===== config.mk =====
export PLATFORM = sky130hd
export DESIGN_NAME = exc_ctrl
export DESIGN_NICKNAME = d
export VERILOG_FILES = /design/src/rtl/exc_pkg.sv /design/src/rtl/irq_pending.sv /design/src/rtl/exc_ctrl.sv
export SDC_FILE = /design/constraint.sdc
export NUM_CORES = 1
export LEC_CHECK = 0
export BUFFER_PORTS_ARGS = -buffer_cell sky130_fd_sc_hd__buf_4
export CAP_MARGIN = 20
export CORE_MARGIN = 10
export CORE_UTILIZATION = 46
export DETAILED_ROUTE_END_ITERATION = 8
export PLACE_DENSITY_LB_ADDON = 0.15
export SLEW_MARGIN = 20
export SYNTH_ARGS = -nofsm -noshare
export SYNTH_HDL_FRONTEND = slang
export SYNTH_HIERARCHICAL = 1
export SYNTH_SLANG_ARGS = --single-unit

===== constraint.sdc =====
create_clock -name clk -period 2.8 [get_ports clk]
set_input_delay 0.14 -clock clk [delete_from_list [all_inputs] [get_ports clk]]
set_output_delay 0.14 -clock clk [all_outputs]
set_load 0.02 [all_outputs]

===== src/rtl/exc_pkg.sv =====
// Shared types and constants for the exception controller.
// Optional feature macro: EXC_DOUBLE_FAULT_EN adds the FAULT state (double-fault halt).
package exc_pkg;

`ifdef EXC_DOUBLE_FAULT_EN
  typedef enum logic [1:0] {
    StRun     = 2'd0,
    StHandler = 2'd1,
    StFault   = 2'd2
  } exc_state_t;
`else
  typedef enum logic [1:0] {
    StRun     = 2'd0,
    StHandler = 2'd1
  } exc_state_t;
`endif

  localparam logic [3:0]  ESR_NONE   = 4'b0000;
  localparam logic [3:0]  ESR_IRQ    = 4'b0001;
  localparam logic [3:0]  ESR_UNDEF  = 4'b0010;
  localparam logic [63:0] EXC_VECTOR = 64'hD8;

endpackage


===== src/rtl/irq_pending.sv =====
// External-interrupt pending latch: rising-edge detect on IrqLine plus a set/clear latch.
// Ports:
//   clk, reset (async, active-low), IrqLine (level request), Clear (IRQ exception taken),
//   Pending (latched request).
module irq_pending (
  input  logic clk,
  input  logic reset,
  input  logic IrqLine,
  input  logic Clear,
  output logic Pending
);

  logic irq_q;
  logic pending_q, pending_d;
  logic rise;

  always_ff @(posedge clk or negedge reset) begin
    if (!reset) begin
      irq_q     <= 1'b0;
      pending_q <= 1'b0;
    end else begin
      irq_q     <= IrqLine;
      pending_q <= pending_d;
    end
  end

  // A new edge arriving in the same cycle as the clear must not be lost, so set wins.
  always_comb begin
    rise      = IrqLine & ~irq_q;
    pending_d = rise | (pending_q & ~Clear);
  end

  assign Pending = pending_q;

endmodule


===== src/rtl/exc_ctrl.sv =====
// Exception controller for the single-cycle LEGv8 core.
// Squashes faulting instructions, redirects fetch to EVector, captures ELR/ESR, tracks handler
// residency until ERET, and latches/acknowledges the external interrupt.
// Ports:
//   clk, reset (async, active-low), IrqLine, EStatus (cause, 0 = none), ERet, PC
//   ExtIRQ (request to decoder), EProc (next PC = EVector), EVector, ERetTaken (next PC = ELR),
//   Flush (kill writes), ELR, ESR, ExcAck (one-cycle ack), InHandler, Halt (double fault)
// Optional feature macro: EXC_DOUBLE_FAULT_EN -- an exception inside the handler halts the core
// in FAULT until reset; without it the nested instruction is just dropped.
module exc_ctrl
  import exc_pkg::*;
#(
  parameter int unsigned    N           = 64,
  parameter logic [N-1:0]   VECTOR_ADDR = N'(EXC_VECTOR)
) (
  input  logic         clk,
  input  logic         reset,
  input  logic         IrqLine,
  input  logic [3:0]   EStatus,
  input  logic         ERet,
  input  logic [N-1:0] PC,
  output logic         ExtIRQ,
  output logic         EProc,
  output logic [N-1:0] EVector,
  output logic         ERetTaken,
  output logic         Flush,
  output logic [N-1:0] ELR,
  output logic [3:0]   ESR,
  output logic         ExcAck,
  output logic         InHandler,
  output logic         Halt
);

  exc_state_t   state_q, state_d;
  logic [N-1:0] elr_q, elr_d;
  logic [3:0]   esr_q, esr_d;
  logic         exc_ack_q;
  logic         irq_clear;
  logic         pending;
  logic         exc_req;
  logic         eproc, eret_taken, flush, halt;

  irq_pending u_irq_pending (
    .clk     (clk),
    .reset   (reset),
    .IrqLine (IrqLine),
    .Clear   (irq_clear),
    .Pending (pending)
  );

  assign exc_req = (EStatus != ESR_NONE);

  // State register
  always_ff @(posedge clk or negedge reset) begin
    if (!reset) begin
      state_q   <= StRun;
      elr_q     <= '0;
      esr_q     <= ESR_NONE;
      exc_ack_q <= 1'b0;
    end else begin
      state_q   <= state_d;
      elr_q     <= elr_d;
      esr_q     <= esr_d;
      exc_ack_q <= irq_clear;
    end
  end

  // Next-state logic
  always_comb begin
    state_d   = state_q;
    elr_d     = elr_q;
    esr_d     = esr_q;
    irq_clear = 1'b0;
    unique case (state_q)
      StRun: begin
        if (exc_req) begin
          state_d   = StHandler;
          elr_d     = PC;
          esr_d     = EStatus;
          irq_clear = (EStatus == ESR_IRQ);
        end else if (ERet) begin
          // ERET outside a handler is an undefined instruction.
          state_d = StHandler;
          elr_d   = PC;
          esr_d   = ESR_UNDEF;
        end
      end
      StHandler: begin
        if (exc_req) begin
`ifdef EXC_DOUBLE_FAULT_EN
          state_d = StFault;
`else
          state_d = StHandler;
`endif
        end else if (ERet) begin
          state_d = StRun;
        end
      end
`ifdef EXC_DOUBLE_FAULT_EN
      StFault: state_d = StFault;
`endif
      default: state_d = StRun;
    endcase
  end

  // Output logic
  always_comb begin
    eproc      = 1'b0;
    eret_taken = 1'b0;
    flush      = 1'b0;
    halt       = 1'b0;
    unique case (state_q)
      StRun: begin
        eproc = exc_req | ERet;
        flush = exc_req | ERet;
      end
      StHandler: begin
        flush      = exc_req;
        eret_taken = ~exc_req & ERet;
      end
`ifdef EXC_DOUBLE_FAULT_EN
      StFault: begin
        flush = 1'b1;
        halt  = 1'b1;
      end
`endif
      default: ;
    endcase
  end

  // Combinational outputs are forced low while reset is held.
  assign EProc     = reset & eproc;
  assign ERetTaken = reset & eret_taken;
  assign Flush     = reset & flush;
  assign Halt      = reset & halt;
  assign ExtIRQ    = pending & (state_q == StRun);
  assign InHandler = (state_q == StHandler);
  assign ExcAck    = exc_ack_q;
  assign ELR       = elr_q;
  assign ESR       = esr_q;
  assign EVector   = VECTOR_ADDR;

endmodule

### After elaboration in Yosys (flattened, before gate mapping)

Index checks and enable logic that the tools add are counted.

| storage, ports and cells | value |
|---|---|
| output and inout port bits | 139 |
| word-level logic and storage cells | 41 |
| register bits after elaboration | 73 |
| input port bits | 72 |

| cells by class | value |
|---|---|
| bitwise logic cells | 12 |
| reduce and logical (&&, ||, !) cells | 5 |
| eq/ne operators | 4 |
| multiplexer cells | 14 |

Operator list:

| kind | count |
|---|---|
| $mux 64 | 2 |
| $mux 2 | 4 |
| $mux 4 | 2 |
| $and 1x1->1 | 7 |
| $eq 4x1->1 const B | 1 |
| $mux 1 | 4 |
| $pmux 2 s2 | 1 |
| $reduce_and 2->1 | 2 |
| $reduce_bool 4->1 | 1 |
| $ne 3x2->1 const B | 1 |
| $ne 3x3->1 const B | 1 |
| $not 1->1 | 3 |
| $eq 2x1->1 const B | 1 |
| $logic_not 2->1 | 1 |
| $or 1x1->1 | 2 |
| $pmux 1 s2 | 1 |
| $reduce_bool 2->1 | 1 |

### Longest topological paths before layout

| logic depth | value |
|---|---|
| depth in word-level cells | 6 |
| depth in mapped cells | 5 |
| mapped depth without buffers | 3 |

### Cells and area by module

Netlist, hierarchy kept.

By module, submodules not included:

| module | cells an instance | times used | seq. area each (um2) | area an instance (um2) |
|---|---|---|---|---|
| exc_ctrl | 231 | 1 | 1,751.7 | 3,214.3 |
| irq_pending | 5 | 1 | 50.0 | 70.1 |

### Least setup slack after synthesis

OpenSTA, ideal clock, no wires.

| timing | value |
|---|---|
| kind | reg2reg |
| start point | reg state_q[0] |
| end point | reg elr_q[25], in the netlist ELR[25] |
| required time | 2,675 ps |
| data arrival time | 1,542 ps |
| setup slack | 1,133 ps |
| stages on the path, launching flop included | 6 |
| path buffers | 3 |
| period minus slack after synthesis | 1,667 ps |
| library setup time | 125 ps |
| cell sequence | dfrtp_1 > clkbuf_1 > a21oi_1 > buf_6 > buf_6 > mux2_4 |

| on the way | value |
|---|---|
| cells in the longest elaborated chain, start to end | 2 |

Ends and longest elaborated chain:

| element | line | RTL |
|---|---|---|
| start: declaration | exc_ctrl.sv:34 | `exc_state_t state_q, state_d;` |
| start signal: assignment | exc_ctrl.sv:56 | `state_q <= StRun;` |
| start signal: assignment | exc_ctrl.sv:61 | `state_q <= state_d;` |
| $logic_not 2->1 | exc_ctrl.sv:74 | `unique case (state_q)` |
| $reduce_and 2->1 (no line) | n/a |  |
| end signal: assignment | exc_ctrl.sv:62 | `elr_q <= elr_d;` |
| end: declaration | exc_ctrl.sv:35 | `logic [N-1:0] elr_q, elr_d;` |

Every way passes these cells.
A chain may end at the register's enable or synchronous reset.

### Final worst setup path

| timing | value |
|---|---|
| start point | reg state_q[0] |
| end point | reg elr_q[41], in the netlist ELR[41] |

The elaborated chain is that of the path after synthesis.

==> metrics.md <==
| Metric | Value |
|---|---|
| Port-buffer cells | 145 |
| H-tree Lvls | 3 |
| Hold endpoint | ELR[39]$_DFFE_PN0P_ |
| Die height | 104.5 um |
| Nets | 459 |
| Reg2reg start | state_q[0]$_DFFE_PN0P_ |
| Hold Vio Cnt, Final | 0 |
| CP Launch Type | flip-flop |
| Setup TNS | 0 ns |
| Status | complete, no violations |
| GPL Wtd Cong | 0.6809 |
| GR peak layer | met2 |
| Max_slew headroom | 56.69% |
| GR Util met3 | 9.665% |
| Final worst path period share | 69.74% |
| Crit Path Category | flip-flop to flip-flop |
| Met1 capacity usage during global routing | 15.49% |
| Largest net degree at the start of global routing | 47 |
| Area Overhead vs Synth | 34.48% |
| Sequential area share after synthesis | 54.86% |
| Synth unique cells | 24 |
| Post-route insts no fill | 487 |
| Worst-Skew Late Latency | 0.33 ns |
| WHS | 0.02621 ns |
| Gr usage total | 14.69% |
| Ant diodes | 0 |
| Dpl cells | 470 |
| Layout cells sized above 1 | 57.54% |
| FF-to-FF setup slack | 0.85 ns |
| DR vias | 2132 |
| First-pass GRT wire length | 12850 um |
| Cell taking the most area after synthesis | dfrtp_1 |
| FMAX | 512.1 MHz |
| CTS root buf | clkbuf_8 |
| Setup ws final | 0.8472 ns |
| CTS clk-pin slew, worst paths | 0.07 ns |
| Initial DRC count | 55 |
| Starting Density | 47.81% |
| Reg2reg end | ELR[41]$_DFFE_PN0P_ |
| Worst Hold Depth | 2 |
| RSZ-0062 raised after global routing | no |
| Antenna Nets Post-Route | 0 |
| CTS Sinks | 72 |
| WL/cell | 17.15 um |
| Cells along the critical path | a21oi_4 > buf_4 > mux2_2 |
| Post-CTS Setup Inserts | 0 |
| YS warnings | 6 |
| Syn avg cell area | 13.92 sq um |
| LEAKAGE | 2.218 nW |
| Worst Skew | 0.004879 ns |
| Post-synthesis cell count | 236 |
| Met2 global-route usage | 23.19% |
| Setup Viol. Count Final | 0 |
| Row cnt | 30 |
| VDD IR max | 0.4732 mV |
| Hold/Removal Path Class | primary input to flip-flop |
| Dominant cells by area after synthesis | dfrtp_1 55%, mux2_2 16%, buf_4 15% |
| Initial DRT Pass Iterations | 4 |
| CP arrival | 2.16 ns |
| GR Overflow Total | 0 |
| Antenna violations before repair | 0 |
| Vias in the first global route | 2382 |
| CP peak stage delay | 0.56 ns |
| Critical Path RT | 3.01 ns |
| Max FO, Critical Path | 18 |
| Endpoint class of the critical path | flip-flop |
| DRC viols | 0 |
| Seq cells post-synth | 72 |
| Period minus WS final | 1.953 ns |
| Pins Over Slew Limit | 0 |
| R2r worst-path depth | 3 |
| Hold Crit Start | PC[39] |
| CP max stage cell | a21oi_4 |
| DR vias/cell | 4.378 |
| Clock Path Buffers | 2 |
| Pwr dens | 746.7 nW/um^2 |
| Dpl ws | 0.8564 ns |
| Die X | 104.5 um |
| Top cell type's share of synthesized area | 54.86% |
| Die Area | 10920 sq um |
| Num ports | 211 |
| Synthesized area | 3284 sq um |
| HPWL after detailed placement | 6697 um |
| Hold-fix buffers, CTS | 2 |
| CTS tree | built |
| CTS resizes | 0 |
| Worst slew pin tran | 0.6481 ns |
| FILL cells | 553 |
| CORE AREA | 6869 sq um |
| Final WL | 8351 um |
| Max_cap viols | 0 |
| Total clock buffers created by CTS | 9 |
==> sequential cells by signal, indices dropped and copies added (netlist names) <==
signal / flops
ELR: 64
ESR: 4
ExcAck: 1
state_q: 1
u_irq_pending/Pending: 1
u_irq_pending/irq_q: 1
==> report_power, final <==
part	switching, W	internal (W)
Combinational	0.000618	0.000565
Clock	0.000338	0.000368
Sequential	0.000129	0.00128
==> logic make-up (layout without fill, tap and decap cells) <==
| kind of cell | count (synthesis) | count (layout) | synth area share, % |
|---|---|---|---|
| AOI/OAI and AO/OA | 7 | 7 | 1.600 |
| buffers and inverters | 80 | 172 | 17.41 |
| DFF | 72 | 72 | 54.86 |
| muxes | 64 | 64 | 23.66 |
| other | 2 | 65 | 0.2287 |
| and+or+nand+nor | 11 | 11 | 2.248 |
==> worst max-delay path by stage <==
| stage | start | endpoint | cells past startpoint |
|---|---|---|---|
| after global routing | state_q[0]$_DFFE_PN0P_ | ELR[42]$_DFFE_PN0P_ | 3 |
| after CTS | state_q[0]$_DFFE_PN0P_ | ELR[41]$_DFFE_PN0P_ | 3 |
| final | state_q[0]$_DFFE_PN0P_ | ELR[41]$_DFFE_PN0P_ | 3 |
| after floorplan | state_q[0]$_DFFE_PN0P_ | ELR[25]$_DFFE_PN0P_ | 5 |
| after global placement | state_q[0]$_DFFE_PN0P_ | ELR[43]$_DFFE_PN0P_ | 3 |
| after detailed placement | state_q[0]$_DFFE_PN0P_ | ELR[14]$_DFFE_PN0P_ | 3 |
==> synth_stat cells <==
master	instances
mux2_4	15
dfrtp_1	72
a21oi_1	1
buf_2	4
nand3_1	1
o21ai_0	1
nor4_2	1
inv_1	7
o22ai_2	1
mux2_1	1
nor2b_1	1
conb_1	2
o22ai_1	2
nor4_1	2
a21boi_0	1
mux2_2	48
nand2_1	1
nand2b_1	3
and4_1	1
buf_4	65
o32a_1	1
and2_1	1
clkbuf_1	1
buf_6	3
==> worst max-delay path: cells and delay by family, from the launching register on <==
| family | cells | cell delay (ns) |
|---|---|---|
| AO/OA/AOI/OAI | 1 | 0.56 |
| flip-flops | 1 | 0.50 |
| buffers and inverters | 1 | 0.39 |
| multiplexers | 1 | 0.37 |
==> layer usage <==
layer,share of wire [%],vias up
met1,36,1033
met5,0,-
met3,14,11
met4,1.1,0
li1,-,968
met2,49,120
==> cell type report <==
| type | count | area [sq um] | area share, % |
|---|---|---|---|
| clock buffer | 15 | 166.4 | 3.768 |
| inverter | 7 | 26.28 | 0.5949 |
| multi-input combinational | 147 | 1159 | 26.23 |
| sequential | 72 | 1802 | 40.79 |
| tap | 96 | 120.1 | 2.720 |
| timing repair buffer | 150 | 1144 | 25.89 |
==> stage by stage <==
step	instance area (sq um)	total power, W	utilization (%)
6_report	4417	0.003298	64.30
3_3_place_gp	4230	0.002599	61.58
3_5_place_dp	4230	0.002625	61.58
4_1_cts	4417	0.003351	64.30
2_1_floorplan	3521	0.002113	-
5_1_grt	4417	0.003480	64.30
==> cell usage in the layout (no fill, tap or decap), drive strengths merged <==
master       count
a21boi           1
a21oi            1
and2             1
and4             1
buf            148
clkbuf          15
conb            65
dfrtp           72
dlygate4sd3      2
inv              7
mux2            64
nand2            1
nand2b           3
nand3            1
nor2b            1
nor4             3
o21ai            1
o22ai            3
o32a             1
Note: power is estimated with default switching activity, not from simulation.
